<file path="src/rtl/alu_op_decode_if.sv">
// Handshake and data bundle between register read, the decode/issue slot and execute.
// The decoder sits on the slave modport; the producer/consumer pair drives the master side.
interface alu_op_decode_if;
    // Upstream side: instruction, operands and valid/ready toward register read
    logic        i_valid;
    logic        o_ready;
    logic [31:0] i_inst;
    logic [31:0] i_pc;
    logic [31:0] i_rs1_data;
    logic [31:0] i_rs2_data;

    // Downstream side: decoded packet and valid/ready toward execute
    logic        o_valid;
    logic        i_ready;
    logic [3:0]  o_opsel;
    logic        o_is_bne;
    logic [31:0] o_op1;
    logic [31:0] o_op2;
    logic        o_is_branch;
    logic        o_illegal;

    modport slave (
        input  i_valid,
        input  i_inst,
        input  i_pc,
        input  i_rs1_data,
        input  i_rs2_data,
        input  i_ready,
        output o_ready,
        output o_valid,
        output o_opsel,
        output o_is_bne,
        output o_op1,
        output o_op2,
        output o_is_branch,
        output o_illegal
    );

    modport master (
        output i_valid,
        output i_inst,
        output i_pc,
        output i_rs1_data,
        output i_rs2_data,
        output i_ready,
        input  o_ready,
        input  o_valid,
        input  o_opsel,
        input  o_is_bne,
        input  o_op1,
        input  o_op2,
        input  o_is_branch,
        input  o_illegal
    );
endinterface

</file>
<file path="src/rtl/alu_op_decode.sv">
// RV32I decode/issue slot: turns one instruction plus its register operands into ALU
// control (opsel, is_bne, is_branch, illegal) and the two ALU operands, held in a
// single registered valid/ready stage between register read and execute.
module alu_op_decode #(
    parameter logic [31:0] RESET_PC_OPERAND = 32'h0
) (
    input  logic            i_clk,
    input  logic            i_rst_n,
    input  logic            i_flush,
    alu_op_decode_if.slave  bus
);

    // ALU op select encoding shared with execute
    typedef enum logic [3:0] {
        OPS_ADD  = 4'b0000,
        OPS_SUB  = 4'b0001,
        OPS_SLL  = 4'b0010,
        OPS_SLLI = 4'b0011,
        OPS_SLT  = 4'b0100,
        OPS_BGE  = 4'b0101,
        OPS_SLTU = 4'b0110,
        OPS_BGEU = 4'b0111,
        OPS_XOR  = 4'b1000,
        OPS_BEQ  = 4'b1001,
        OPS_SRL  = 4'b1010,
        OPS_SRA  = 4'b1011,
        OPS_OR   = 4'b1100,
        OPS_SRLI = 4'b1101,
        OPS_AND  = 4'b1110,
        OPS_SRAI = 4'b1111
    } opsel_e;

    // Major opcodes handled by this stage
    localparam logic [6:0] OPC_OP     = 7'b0110011;
    localparam logic [6:0] OPC_OP_IMM = 7'b0010011;
    localparam logic [6:0] OPC_BRANCH = 7'b1100011;
    localparam logic [6:0] OPC_LOAD   = 7'b0000011;
    localparam logic [6:0] OPC_STORE  = 7'b0100011;
    localparam logic [6:0] OPC_LUI    = 7'b0110111;
    localparam logic [6:0] OPC_AUIPC  = 7'b0010111;
    localparam logic [6:0] OPC_JAL    = 7'b1101111;
    localparam logic [6:0] OPC_JALR   = 7'b1100111;

    // funct7 values that select the base and the alternate (sub/sra) form
    localparam logic [6:0] F7_BASE = 7'b0000000;
    localparam logic [6:0] F7_ALT  = 7'b0100000;

    // Instruction fields
    logic [6:0]  w_opcode;
    logic [2:0]  w_funct3;
    logic [6:0]  w_funct7;
    logic [31:0] w_imm_i;
    logic [31:0] w_imm_s;
    logic [31:0] w_imm_u;

    assign w_opcode = bus.i_inst[6:0];
    assign w_funct3 = bus.i_inst[14:12];
    assign w_funct7 = bus.i_inst[31:25];
    assign w_imm_i  = {{20{bus.i_inst[31]}}, bus.i_inst[31:20]};
    assign w_imm_s  = {{20{bus.i_inst[31]}}, bus.i_inst[31:25], bus.i_inst[11:7]};
    assign w_imm_u  = {bus.i_inst[31:12], 12'h000};

    // Decoded packet for the instruction currently on the inputs
    opsel_e      w_opsel;
    logic        w_is_bne;
    logic        w_is_branch;
    logic        w_illegal;
    logic [31:0] w_op1;
    logic [31:0] w_op2;

    // Pipeline slot state
    logic        r_valid;
    logic [3:0]  r_opsel;
    logic        r_is_bne;
    logic        r_is_branch;
    logic        r_illegal;
    logic [31:0] r_op1;
    logic [31:0] r_op2;

    logic        w_ready;
    logic        w_accept;

    // The slot is free when empty or when its packet retires this cycle
    assign w_ready  = ~r_valid | bus.i_ready;
    assign w_accept = bus.i_valid & w_ready;

    // Combinational decode of opcode/funct into ALU control and operand selection
    always_comb begin
        // NOTE: every output gets a default before the case so no path leaves a latch behind.
        w_opsel     = OPS_ADD;
        w_is_bne    = 1'b0;
        w_is_branch = 1'b0;
        w_illegal   = 1'b0;
        w_op1       = bus.i_rs1_data;
        w_op2       = bus.i_rs2_data;

        case (w_opcode)
            OPC_OP: begin
                case (w_funct3)
                    3'b000:  w_opsel = w_funct7[5] ? OPS_SUB : OPS_ADD;
                    3'b001:  w_opsel = OPS_SLL;
                    3'b010:  w_opsel = OPS_SLT;
                    3'b011:  w_opsel = OPS_SLTU;
                    3'b100:  w_opsel = OPS_XOR;
                    3'b101:  w_opsel = w_funct7[5] ? OPS_SRA : OPS_SRL;
                    3'b110:  w_opsel = OPS_OR;
                    default: w_opsel = OPS_AND;
                endcase
                // Only the base form, or the alternate form on add/srl, is RV32I
                if (!((w_funct7 == F7_BASE) ||
                      ((w_funct7 == F7_ALT) && ((w_funct3 == 3'b000) || (w_funct3 == 3'b101))))) begin
                    w_illegal = 1'b1;
                    w_opsel   = OPS_ADD;
                end
            end

            OPC_OP_IMM: begin
                w_op2 = w_imm_i;
                case (w_funct3)
                    3'b000:  w_opsel = OPS_ADD;
                    3'b001: begin
                        if (w_funct7 == F7_BASE) begin
                            w_opsel = OPS_SLLI;
                        end else begin
                            w_illegal = 1'b1;
                        end
                    end
                    3'b010:  w_opsel = OPS_SLT;
                    3'b011:  w_opsel = OPS_SLTU;
                    3'b100:  w_opsel = OPS_XOR;
                    3'b101: begin
                        if (w_funct7 == F7_BASE) begin
                            w_opsel = OPS_SRLI;
                        end else if (w_funct7 == F7_ALT) begin
                            w_opsel = OPS_SRAI;
                        end else begin
                            w_illegal = 1'b1;
                        end
                    end
                    3'b110:  w_opsel = OPS_OR;
                    default: w_opsel = OPS_AND;
                endcase
            end

            OPC_BRANCH: begin
                // An unsupported branch condition is issued as a plain add, never as a branch
                w_is_branch = 1'b1;
                case (w_funct3)
                    3'b000:  w_opsel = OPS_BEQ;
                    3'b001: begin
                        w_opsel  = OPS_BEQ;
                        w_is_bne = 1'b1;
                    end
                    3'b100:  w_opsel = OPS_SLT;
                    3'b101:  w_opsel = OPS_BGE;
                    3'b110:  w_opsel = OPS_SLTU;
                    3'b111:  w_opsel = OPS_BGEU;
                    default: begin
                        w_illegal   = 1'b1;
                        w_is_branch = 1'b0;
                    end
                endcase
            end

            // Loads and stores use the ALU for address generation only
            OPC_LOAD:  w_op2 = w_imm_i;
            OPC_STORE: w_op2 = w_imm_s;

            OPC_LUI: begin
                w_op1 = 32'h0;
                w_op2 = w_imm_u;
            end

            OPC_AUIPC: begin
                w_op1 = bus.i_pc;
                w_op2 = w_imm_u;
            end

            // Jumps produce the link value pc+4; the target is computed elsewhere
            OPC_JAL, OPC_JALR: begin
                w_op1 = bus.i_pc;
                w_op2 = 32'd4;
            end

            default: begin
                w_illegal = 1'b1;
                w_op1     = 32'h0;
                w_op2     = 32'h0;
            end
        endcase
    end

    // Valid/ready slot: flush kills, accept loads, retire empties, otherwise hold
    always_ff @(posedge i_clk or negedge i_rst_n) begin
        if (!i_rst_n) begin
            r_valid     <= 1'b0;
            r_opsel     <= 4'b0000;
            r_is_bne    <= 1'b0;
            r_is_branch <= 1'b0;
            r_illegal   <= 1'b0;
            r_op1       <= RESET_PC_OPERAND;
            r_op2       <= RESET_PC_OPERAND;
        end else begin
            // NOTE: non-blocking assignments so every register samples pre-edge values.
            if (i_flush) begin
                r_valid <= 1'b0;
            end else if (w_accept) begin
                r_valid <= 1'b1;
            end else if (bus.i_ready) begin
                r_valid <= 1'b0;
            end

            // Data may load under flush; with o_valid low nobody looks at it
            if (w_accept) begin
                r_opsel     <= w_opsel;
                r_is_bne    <= w_is_bne;
                r_is_branch <= w_is_branch;
                r_illegal   <= w_illegal;
                r_op1       <= w_op1;
                r_op2       <= w_op2;
            end
        end
    end

    assign bus.o_ready     = w_ready;
    assign bus.o_valid     = r_valid;
    assign bus.o_opsel     = r_opsel;
    assign bus.o_is_bne    = r_is_bne;
    assign bus.o_is_branch = r_is_branch;
    assign bus.o_illegal   = r_illegal;
    assign bus.o_op1       = r_op1;
    assign bus.o_op2       = r_op2;

endmodule
</file>
<file path="src/flat_wrapper.sv">
// flat-port wrapper written by rule: the top's interface ports become plain ports
module alu_op_decode_flat 
#(
    parameter logic [31:0] RESET_PC_OPERAND = 32'h0
)
  (i_clk, i_rst_n, i_flush, bus_i_valid, bus_i_inst, bus_i_pc, bus_i_rs1_data, bus_i_rs2_data, bus_i_ready, bus_o_ready, bus_o_valid, bus_o_opsel, bus_o_is_bne, bus_o_op1, bus_o_op2, bus_o_is_branch, bus_o_illegal);
  alu_op_decode_if bus_i ();
  input  logic i_clk;
  input  logic i_rst_n;
  input  logic i_flush;
  input wire logic [$bits(bus_i.i_valid)-1:0] bus_i_valid;
  input wire logic [$bits(bus_i.i_inst)-1:0] bus_i_inst;
  input wire logic [$bits(bus_i.i_pc)-1:0] bus_i_pc;
  input wire logic [$bits(bus_i.i_rs1_data)-1:0] bus_i_rs1_data;
  input wire logic [$bits(bus_i.i_rs2_data)-1:0] bus_i_rs2_data;
  input wire logic [$bits(bus_i.i_ready)-1:0] bus_i_ready;
  output wire logic [$bits(bus_i.o_ready)-1:0] bus_o_ready;
  output wire logic [$bits(bus_i.o_valid)-1:0] bus_o_valid;
  output wire logic [$bits(bus_i.o_opsel)-1:0] bus_o_opsel;
  output wire logic [$bits(bus_i.o_is_bne)-1:0] bus_o_is_bne;
  output wire logic [$bits(bus_i.o_op1)-1:0] bus_o_op1;
  output wire logic [$bits(bus_i.o_op2)-1:0] bus_o_op2;
  output wire logic [$bits(bus_i.o_is_branch)-1:0] bus_o_is_branch;
  output wire logic [$bits(bus_i.o_illegal)-1:0] bus_o_illegal;
  assign bus_i.i_valid = bus_i_valid;
  assign bus_i.i_inst = bus_i_inst;
  assign bus_i.i_pc = bus_i_pc;
  assign bus_i.i_rs1_data = bus_i_rs1_data;
  assign bus_i.i_rs2_data = bus_i_rs2_data;
  assign bus_i.i_ready = bus_i_ready;
  assign bus_o_ready = bus_i.o_ready;
  assign bus_o_valid = bus_i.o_valid;
  assign bus_o_opsel = bus_i.o_opsel;
  assign bus_o_is_bne = bus_i.o_is_bne;
  assign bus_o_op1 = bus_i.o_op1;
  assign bus_o_op2 = bus_i.o_op2;
  assign bus_o_is_branch = bus_i.o_is_branch;
  assign bus_o_illegal = bus_i.o_illegal;
  alu_op_decode #(.RESET_PC_OPERAND(RESET_PC_OPERAND)) u_core (.i_clk(i_clk), .i_rst_n(i_rst_n), .i_flush(i_flush), .bus(bus_i));
endmodule
</file>
<file path="config.mk">
export PLATFORM = sky130hd
export DESIGN_NAME = alu_op_decode_flat
export DESIGN_NICKNAME = d
export VERILOG_FILES = /design/src/rtl/alu_op_decode_if.sv /design/src/rtl/alu_op_decode.sv /design/src/flat_wrapper.sv
export SDC_FILE = /design/constraint.sdc
export NUM_CORES = 1
export LEC_CHECK = 0
export ABC_AREA = 1
export ABC_CLOCK_PERIOD_IN_PS = 1330
export BUFFER_PORTS_ARGS = -buffer_cell sky130_fd_sc_hd__buf_2
export CORE_MARGIN = 3
export CORE_UTILIZATION = 42
export DETAILED_ROUTE_END_ITERATION = 16
export PLACE_DENSITY = 0.77
export SETUP_SLACK_MARGIN = 0.05
export SYNTH_ARGS = -nofsm -noshare
export SYNTH_HDL_FRONTEND = slang
export SYNTH_SLANG_ARGS = --single-unit
</file>
<file path="constraint.sdc">
create_clock -name i_clk -period 1.33 [get_ports i_clk]
set_input_delay 0.3325 -clock i_clk [delete_from_list [all_inputs] [get_ports i_clk]]
set_output_delay 0.3325 -clock i_clk [all_outputs]
set_load 0.01 [all_outputs]
</file>
Yosys cells after proc, flatten, opt, wreduce, memory -nomap -nowiden --
Cells that the tools add are included. Widths: inputs -> output; s select.
Operators by class: eq/ne operators 17, multiplexer cells 26, bitwise logic cells 3, reduce and logical (&&, ||, !) cells 15
Operator list (number):
- $pmux 32 s5 | 1
- $pmux 32 s2 | 1
- $pmux 4 s7 | 2
- $eq 7x6->1 const B | 4
- $eq 7x7->1 const B | 3
- $pmux 4 s5 | 1
- $eq 7x5->1 const B | 2
- $mux 1 | 14
- $eq 3x3->1 const B | 4
- $mux 4 | 3
- $pmux 4 s3 | 1
- $reduce_or 6->1 | 2
- $reduce_or 2->1 | 5
- $eq 7x2->1 const B | 1
- $logic_not 7->1 | 1
- $eq 3x2->1 const B | 2
- $reduce_or 5->1 | 1
- $pmux 1 s4 | 1
- $eq 3x1->1 const B | 1
- $logic_not 3->1 | 1
- $reduce_bool 3->1 | 1
- $reduce_or 3->1 | 1
- $logic_or 1x1->1 | 2
- $mux 2 | 1
- other kinds (5) | 5
Word-level totals: register bits 72, input bits 133, output and inout bits 73, word-level logic and storage cells 68

Logic depth before layout (Yosys ltp) --
Gate-level depths: netlist of run 1.
depth in word-level cells 6, gate-level depth with buffers 11, gate-level depth less buffers 10

Worst setup path after synthesis of run 1 --
Ideal clock, no wire load.
kind flip-flop to flip-flop, start point register u_core.r_valid (netlist: u_core.bus.o_valid), end point register u_core.r_is_bne (netlist: u_core.bus.o_is_bne), library setup time 0.095 ns, arrival 1.240 ns, data required time 1.235 ns, path slack -0.005 ns, stages on the path, launching flop included 6, buffers on the path 2, period minus slack after synthesis 1.335 ns, cells stage by stage dfrtp_1 > a21oi_1 > buf_2 > buf_2 > nand2_1 > o31ai_1
On the way: longest elaborated chain between the ends 3
Ends and longest elaborated chain:
- start: declaration | line alu_op_decode.sv:72 | logic r_valid;
- start signal: assignment | line alu_op_decode.sv:196 | r_valid <= 1'b0;
- start signal: assignment | line alu_op_decode.sv:206 | r_valid <= 1'b0;
- start signal: assignment | line alu_op_decode.sv:208 | r_valid <= 1'b1;
- $not 1->1 | line alu_op_decode.sv:84 | assign w_ready = ~r_valid | bus.i_ready;
- $or 1x1->1 | line alu_op_decode.sv:84
- $and 1x1->1 | line alu_op_decode.sv:85 | assign w_accept = bus.i_valid & w_ready;
- end signal: assignment | line alu_op_decode.sv:216 | r_is_bne <= w_is_bne;
- end: declaration | line alu_op_decode.sv:74 | logic r_is_bne;
No other way between the ends. A chain may end at the register's enable or synchronous reset.

Worst setup path in the final report of run 1 --
start point register u_core.r_valid (netlist: u_core.bus.o_valid), end point register u_core.r_op1[0] (netlist: u_core.bus.o_op1[0])
On the way: longest elaborated chain between the ends 3
Ends and longest elaborated chain:
- $not 1->1 | line alu_op_decode.sv:84
- $or 1x1->1 | line alu_op_decode.sv:84
- $and 1x1->1 | line alu_op_decode.sv:85
- end signal: assignment | line alu_op_decode.sv:219 | r_op1 <= w_op1;
- end: declaration | line alu_op_decode.sv:77 | logic [31:0] r_op1;
No other way between the ends.

==> metrics.cfg, run 1 <==
[setup_path]
end_kind = flip-flop
critPathMaxStageDelay_ns = 0.42
cpLargestDelayFamily = buffers and inverters
path_cells = buf_6 > a21oi_4 > buf_4 > buf_12 > nor2_1 > a21oi_1
startpoint_type = flip-flop
worst-setup-path-type = flip-flop to flip-flop
cp.required_ns = 1.59
cp.arrival_ns = 1.67
path_buf_inv = 3
cp_slowest_cell = dfrtp_1
crit_path_max_fanout = 24

[final_layout]
final_common_cell = buf_2
final_cell_count_no_fill = 922
nets = 922
final_area_mm2 = 0.006102
final_util = 0.6511
num_antenna_cells = 0
area_growth_pct = 48.78
final_cell_mix = 202 x buf_2, 199 x nand2_1, 72 x dfrtp_1, 58 x nor2_1, 55 x a21oi_2
drive_gt1_frac = 0.4817
fillers = 875

[routing]
drtIter0Drc = 295
drt-pass1-iter-count = 5
route.detailed.drc = 0
ant_nets = 0
vias = 4486
vias_per_cell = 4.866
wl_per_cell_um = 14.26
wirelength_um = 13150

[floorplanning]
core_area_mm2 = 0.009371
chipHeight_um = 104.8
start_util = 0.4377
io_pins = 206
rows = 35
die_area_mm2 = 0.01099
fp.dieW_um = 104.8

[clocking]
path_clk_slew_ns = 0.09
cts_made_buffers = 9
clock-root-buffer = clkbuf_8
cts_tree = done
cts_num_sinks = 72
clk_latency_ns = 0.35
ctsLongestPathBuffers = 2
cts.htree.levels = 3

[global_route]
track_usage = 0.2387
grt_overflow_total = 0
grt_max_degree = 73
antenna_found_initial = 0
grt_pass1_vias = 4495
grt_pass1_wl_um = 21530

[job]
drv_cap = 0

[min_path]
min_path_type = primary input to flip-flop

[timing]
slew_headroom = 0.7378
fin_ws_ns = -0.08611
final_max_slew_viol_count = 0
fin_crit_sh = 1.065
worstMarginPinSlew_ns = 0.3934
fin_crit_ns = 1.416
rsz0062_at_grt = true
fin_skew_ns = 0.01323
fmax_ghz = 0.7062
hold_viol_final = 0
setup_viol = 35
hold_ws_ns = 0.1322
fin_tns_setup_ns = -0.9728

[power]
clockPowerShare = 0.362
switchingPower_mw = 1.564
p_seq_frac = 0.432
total_power_mw = 5.564
power_frac_comb = 0.206
ir_worst_vdd_mv = 0.4910
powerDensity_mw_per_mm2 = 911.9
internal_power_mw = 4.000
swShare = 0.2811
leakagePower_nw = 3.315

[logic_synthesis]
yosys_warnings = 0
synth_nets = 684
synth_area_leaders = dfrtp_1 44%, nand2_1 19%, a21oi_2 6.4%
synthArstFlopShare = 1.000
synthCells = 551
syn_avg_cell_area_um2 = 7.444
synthFlopType = dfrtp_1
synth_edf_count = 0
netlist_area_mm2 = 0.004101
ys_seq_area_frac = 0.4393
synth_seq_cells = 72
ys_types = 30
synth_area_leader_cell = dfrtp_1
netlist.area_leader.share = 0.4393

[placement]
place_inst = 900
gp_congestion = 0.9058
dp_slack_ns = -0.1872
numPortBuffers = 205
postPlaceCellArea_mm2 = 0.005592
hpwl_um = 9728

[outcome]
status = complete, but fails checks
violations = negative setup slack

## what timing repair did
item,in CTS,in global routing
pin swaps,1,2
hold buffers,1,0
cloned,0,1
endpoints found under the hold margin,15,0
setup endpoints to repair,62,71
resized for setup,39,12
buffers inserted,5,0
## layer usage
layer | GRT usage | vias up | wire, um
met2 | 0.4051 | 176 | 6662
met4 | 0.08529 | 0 | 285
li1 | - | 2217 | -
met1 | 0.3037 | 2062 | 5352
met3 | 0.04447 | 31 | 847
met5 | 0 | - | 0
## sequential cells by signal, summed over array words and instances, names as in the netlist
register and flops:
u_core.bus.o_op1 32, u_core.bus.o_op2 32, u_core.bus.o_opsel 4, u_core.bus.o_illegal 1, u_core.bus.o_is_bne 1, u_core.bus.o_is_branch 1
u_core.bus.o_valid 1
## cell usage after synthesis (3+ instances only)
| library cell | instances |
|---|---|
| nor2_4 | 3 |
| clkbuf_1 | 12 |
| buf_2 | 9 |
| dfrtp_1 | 72 |
| nand2_1 | 204 |
| buf_6 | 3 |
| a21oi_2 | 30 |
| nand2_2 | 31 |
| inv_2 | 3 |
| nor2_1 | 60 |
| a21oi_1 | 36 |
| o21ai_1 | 4 |
| nand3_1 | 38 |
| buf_12 | 3 |
| inv_1 | 23 |
| o21ai_0 | 3 |
## final timing paths
check	from	end	slack, ns	depth (start not counted)
hold / removal	i_flush	u_core.bus.o_valid$_DFFE_PN0P_	0.13	2
setup reg to reg	u_core.bus.o_valid$_DFFE_PN0P_	u_core.bus.o_op1[0]$_DFFE_PN0P_	-0.09	6
setup / recovery	u_core.bus.o_valid$_DFFE_PN0P_	u_core.bus.o_op1[0]$_DFFE_PN0P_	-0.09	6
hold reg to reg	u_core.bus.o_op2[21]$_DFFE_PN0P_	u_core.bus.o_op2[21]$_DFFE_PN0P_	0.48	2
max in group asynchronous	i_rst_n	u_core.bus.o_op2[7]$_DFFE_PN0P_	0.48	3
min in group asynchronous	i_rst_n	u_core.bus.o_op1[25]$_DFFE_PN0P_	0.52	3
## worst reg2reg max path, cell delays in order, from the launching register on
cell     delay (ns)
dfrtp_1        0.42
buf_6          0.14
a21oi_4        0.19
buf_4          0.19
buf_12         0.17
nor2_1         0.06
a21oi_1        0.15
## power by group through the flow
stage          Sequential (mW)  Combinational [mW]  Clock, mW
6_report                  2.40                1.15       2.01
5_1_grt                   2.42                1.26       2.13
4_1_cts                   2.40                1.12       2.05
3_5_place_dp              2.44                1.05          0
3_3_place_gp              2.44                1.03          0
2_1_floorplan             2.51               0.389          0
## cell type report
cell class              count  area, um2  area share
clock inverters             4      76.32     0.01251
clock buffers              11      151.4     0.02481
multi-input cells         423       2198      0.3603
well taps                 129      161.4     0.02645
inverters                  27      103.9     0.01702
repair buffers            256       1609      0.2637
flip-flops and latches     72       1802      0.2953
## kinds of logic (layout without fill, tap and decap cells)
kind of cell | count (synthesis) | in the layout | share of synthesized area
buf+inv | 56 | 298 | 0.07199
flops | 72 | 72 | 0.4393
compound gates | 80 | 80 | 0.1321
simple gates | 343 | 343 | 0.3566
No activity file was read; power rests on OpenSTA's default activity.
==> run 2, diff against run 1 <==
Settings changed: CORE_ASPECT_RATIO set to 0.6.
==> run 2 against run 1 <==
Effect of this change: the run now ends clean; first-iteration DRC count decreased by 38%; die area rose by 0.35%; count of clock-buffer cells in the layout is 2 lower; clock power up 28%; sequential power about the same; combinational power shrank 5%; via count grew 0.53%; total power grew 9.1%; hold slack better by 0.023 ns.
==> metrics.cfg, run 2 (synthesis gave the netlist of run 1 again) <==
[min_path]
hold_depth = 2
min_path_type = primary input to flip-flop
min-delay-start = i_flush
min_to = u_core.bus.o_valid$_DFFE_PN0P_

[setup_path]
cp.required_ns = 1.00
crit_path_max_fanout = 3
reg2reg_from = u_core.bus.o_valid$_DFFE_PN0P_
rr_endpoint = u_core.bus.o_op1[0]$_DFFE_PN0P_
end_kind = output port
ff2ff_setup_slack_ns = 0.09
startpoint_type = flip-flop
r2r_cells = 5
cp.arrival_ns = 0.97
worst-setup-path-type = flip-flop to output port

[final_layout]
area_growth_pct = 46.16
final_util = 0.6429
final_area_mm2 = 0.005995
final_common_cell = buf_2
nets = 921
final_cell_mix = 204 x buf_2, 203 x nand2_1, 72 x dfrtp_1, 56 x nor2_1, 45 x a21oi_2
num_antenna_cells = 0
drive_gt1_frac = 0.4609

[global_route]
grt_max_degree = 37
grt_overflow_total = 0
grt_pass1_vias = 4252
track_usage = 0.2433
grt_pass1_wl_um = 21310
antenna_found_initial = 1

[routing]
vias = 4510
wirelength_um = 13910
route.detailed.drc = 0
drtIter0Drc = 182
ant_nets = 0
vias_per_cell = 4.892
drt-pass1-iter-count = 5
wl_per_cell_um = 15.08

[power]
internal_power_mw = 4.436
power_frac_comb = 0.180
powerDensity_mw_per_mm2 = 1012
switchingPower_mw = 1.633
p_seq_frac = 0.396
leakagePower_nw = 3.291
ir_worst_vdd_mv = 0.5932
clockPowerShare = 0.423
swShare = 0.2690

[placement]
gp_congestion = 0.8787
numPortBuffers = 205
postPlaceCellArea_mm2 = 0.005565
hpwl_um = 10520

[floorplanning]
start_util = 0.4399
die_area_mm2 = 0.01103
rows = 27
chipHeight_um = 82.55
fp.dieW_um = 133.6
core_area_mm2 = 0.009324
io_pins = 206

[clocking]
path_clk_slew_ns = 0.06
cts_made_buffers = 9
clk_latency_ns = 0.33
ctsLongestPathBuffers = 2
cts_num_sinks = 72
cts_tree = done
clock-root-buffer = clkbuf_16
cts.htree.levels = 3

[timing]
slew_headroom = 0.7741
hold_viol_final = 0
fin_tns_setup_ns = 0
fin_crit_sh = 0.9823
rsz0062_at_grt = true
final_max_slew_viol_count = 0
fin_skew_ns = 0.004709
worstMarginPinSlew_ns = 0.3374
fmax_ghz = 0.7654
fin_crit_ns = 1.306
hold_ws_ns = 0.1557
setup_viol = 0

[job]
drv_cap = 0

[outcome]
status = completed

[run 2: cell count changes in the layout (fill, tap and decap cells not counted), moves of 4 or more]
cell       delta
clkbuf_8     -11
clkbuf_16     +8
nand2_1       +4
buf_12        -5
a21oi_4       -5
a21oi_2      -10
a21oi_1      +15
[run 2: cell type report]
cell class / instances / area (um2)
Clock buffer: 9 / 225.2
Clock inverter: 6 / 85.08
Fill cell: 871 / 3329
Inverter: 27 / 108.9
Multi-Input combinational cell: 423 / 2095
Sequential cell: 72 / 1802
Tap cell: 130 / 162.7
Timing Repair Buffer: 255 / 1516
[run 2: layer usage]
| layer | share of wire | up-vias | GRT usage |
|---|---|---|---|
| met1 | 0.46 | 2118 | 0.3528 |
| li1 | - | 2214 | - |
| met2 | 0.46 | 161 | 0.3689 |
| met4 | 0.010 | 2 | 0.06057 |
| met5 | 0.00093 | - | 0 |
| met3 | 0.066 | 15 | 0.05690 |
[run 2: what timing repair did]
item | CTS | global route
pin swaps | 1 | 2
gates resized for setup | 1 | 27
endpoints found under the setup margin | 2 | 59
gates cloned | 0 | 0
endpoints found under the hold margin | 14 | 0
hold buffers | 1 | 0
buffers inserted | 1 | 1
[run 2: worst max-delay path: stages (launching register included)]
cell and delay, ns:
dfrtp_1 0.42, nand2_1 0.10, buf_2 0.14
[run 2: how the worst max path moves through the flow]
| stage | from | end | slack [ns] | cells after the start |
|---|---|---|---|---|
| floorplan | bus_i_inst[1] | u_core.bus.o_op2[12]$_DFFE_PN0P_ | 0.06 | 11 |
| global placement | bus_i_inst[6] | u_core.bus.o_op2[16]$_DFFE_PN0P_ | -0.15 | 10 |
| detailed placement | bus_i_inst[6] | u_core.bus.o_op2[7]$_DFFE_PN0P_ | -0.27 | 10 |
| CTS | u_core.bus.o_valid$_DFFE_PN0P_ | bus_o_ready | 0.01 | 2 |
| global route | u_core.bus.o_valid$_DFFE_PN0P_ | bus_o_ready | -0.02 | 2 |
| finish | u_core.bus.o_valid$_DFFE_PN0P_ | bus_o_ready | 0.02 | 2 |
[run 2: power groups by stage]
stage                     Sequential, mW  Combinational (mW)  Clock [mW]
final                               2.41                1.09        2.57
after global routing                2.42                1.20        2.73
after CTS                           2.40                1.06        2.60
after detailed placement            2.44                1.06           0
after global placement              2.43                1.04           0
after floorplan                     2.51               0.389           0
[run 2: through the flow]
| stage | total power [mW] | instances | worst slack (ns) |
|---|---|---|---|
| floorplan | 2.895 | 551 | 0.06101 |
| global placement | 3.468 | 904 | -0.1538 |
| detailed placement | 3.499 | 904 | -0.2744 |
| CTS | 6.071 | 921 | 0.01486 |
| global route | 6.348 | 922 | -0.02375 |
| finish | 6.069 | 922 | 0.02356 |
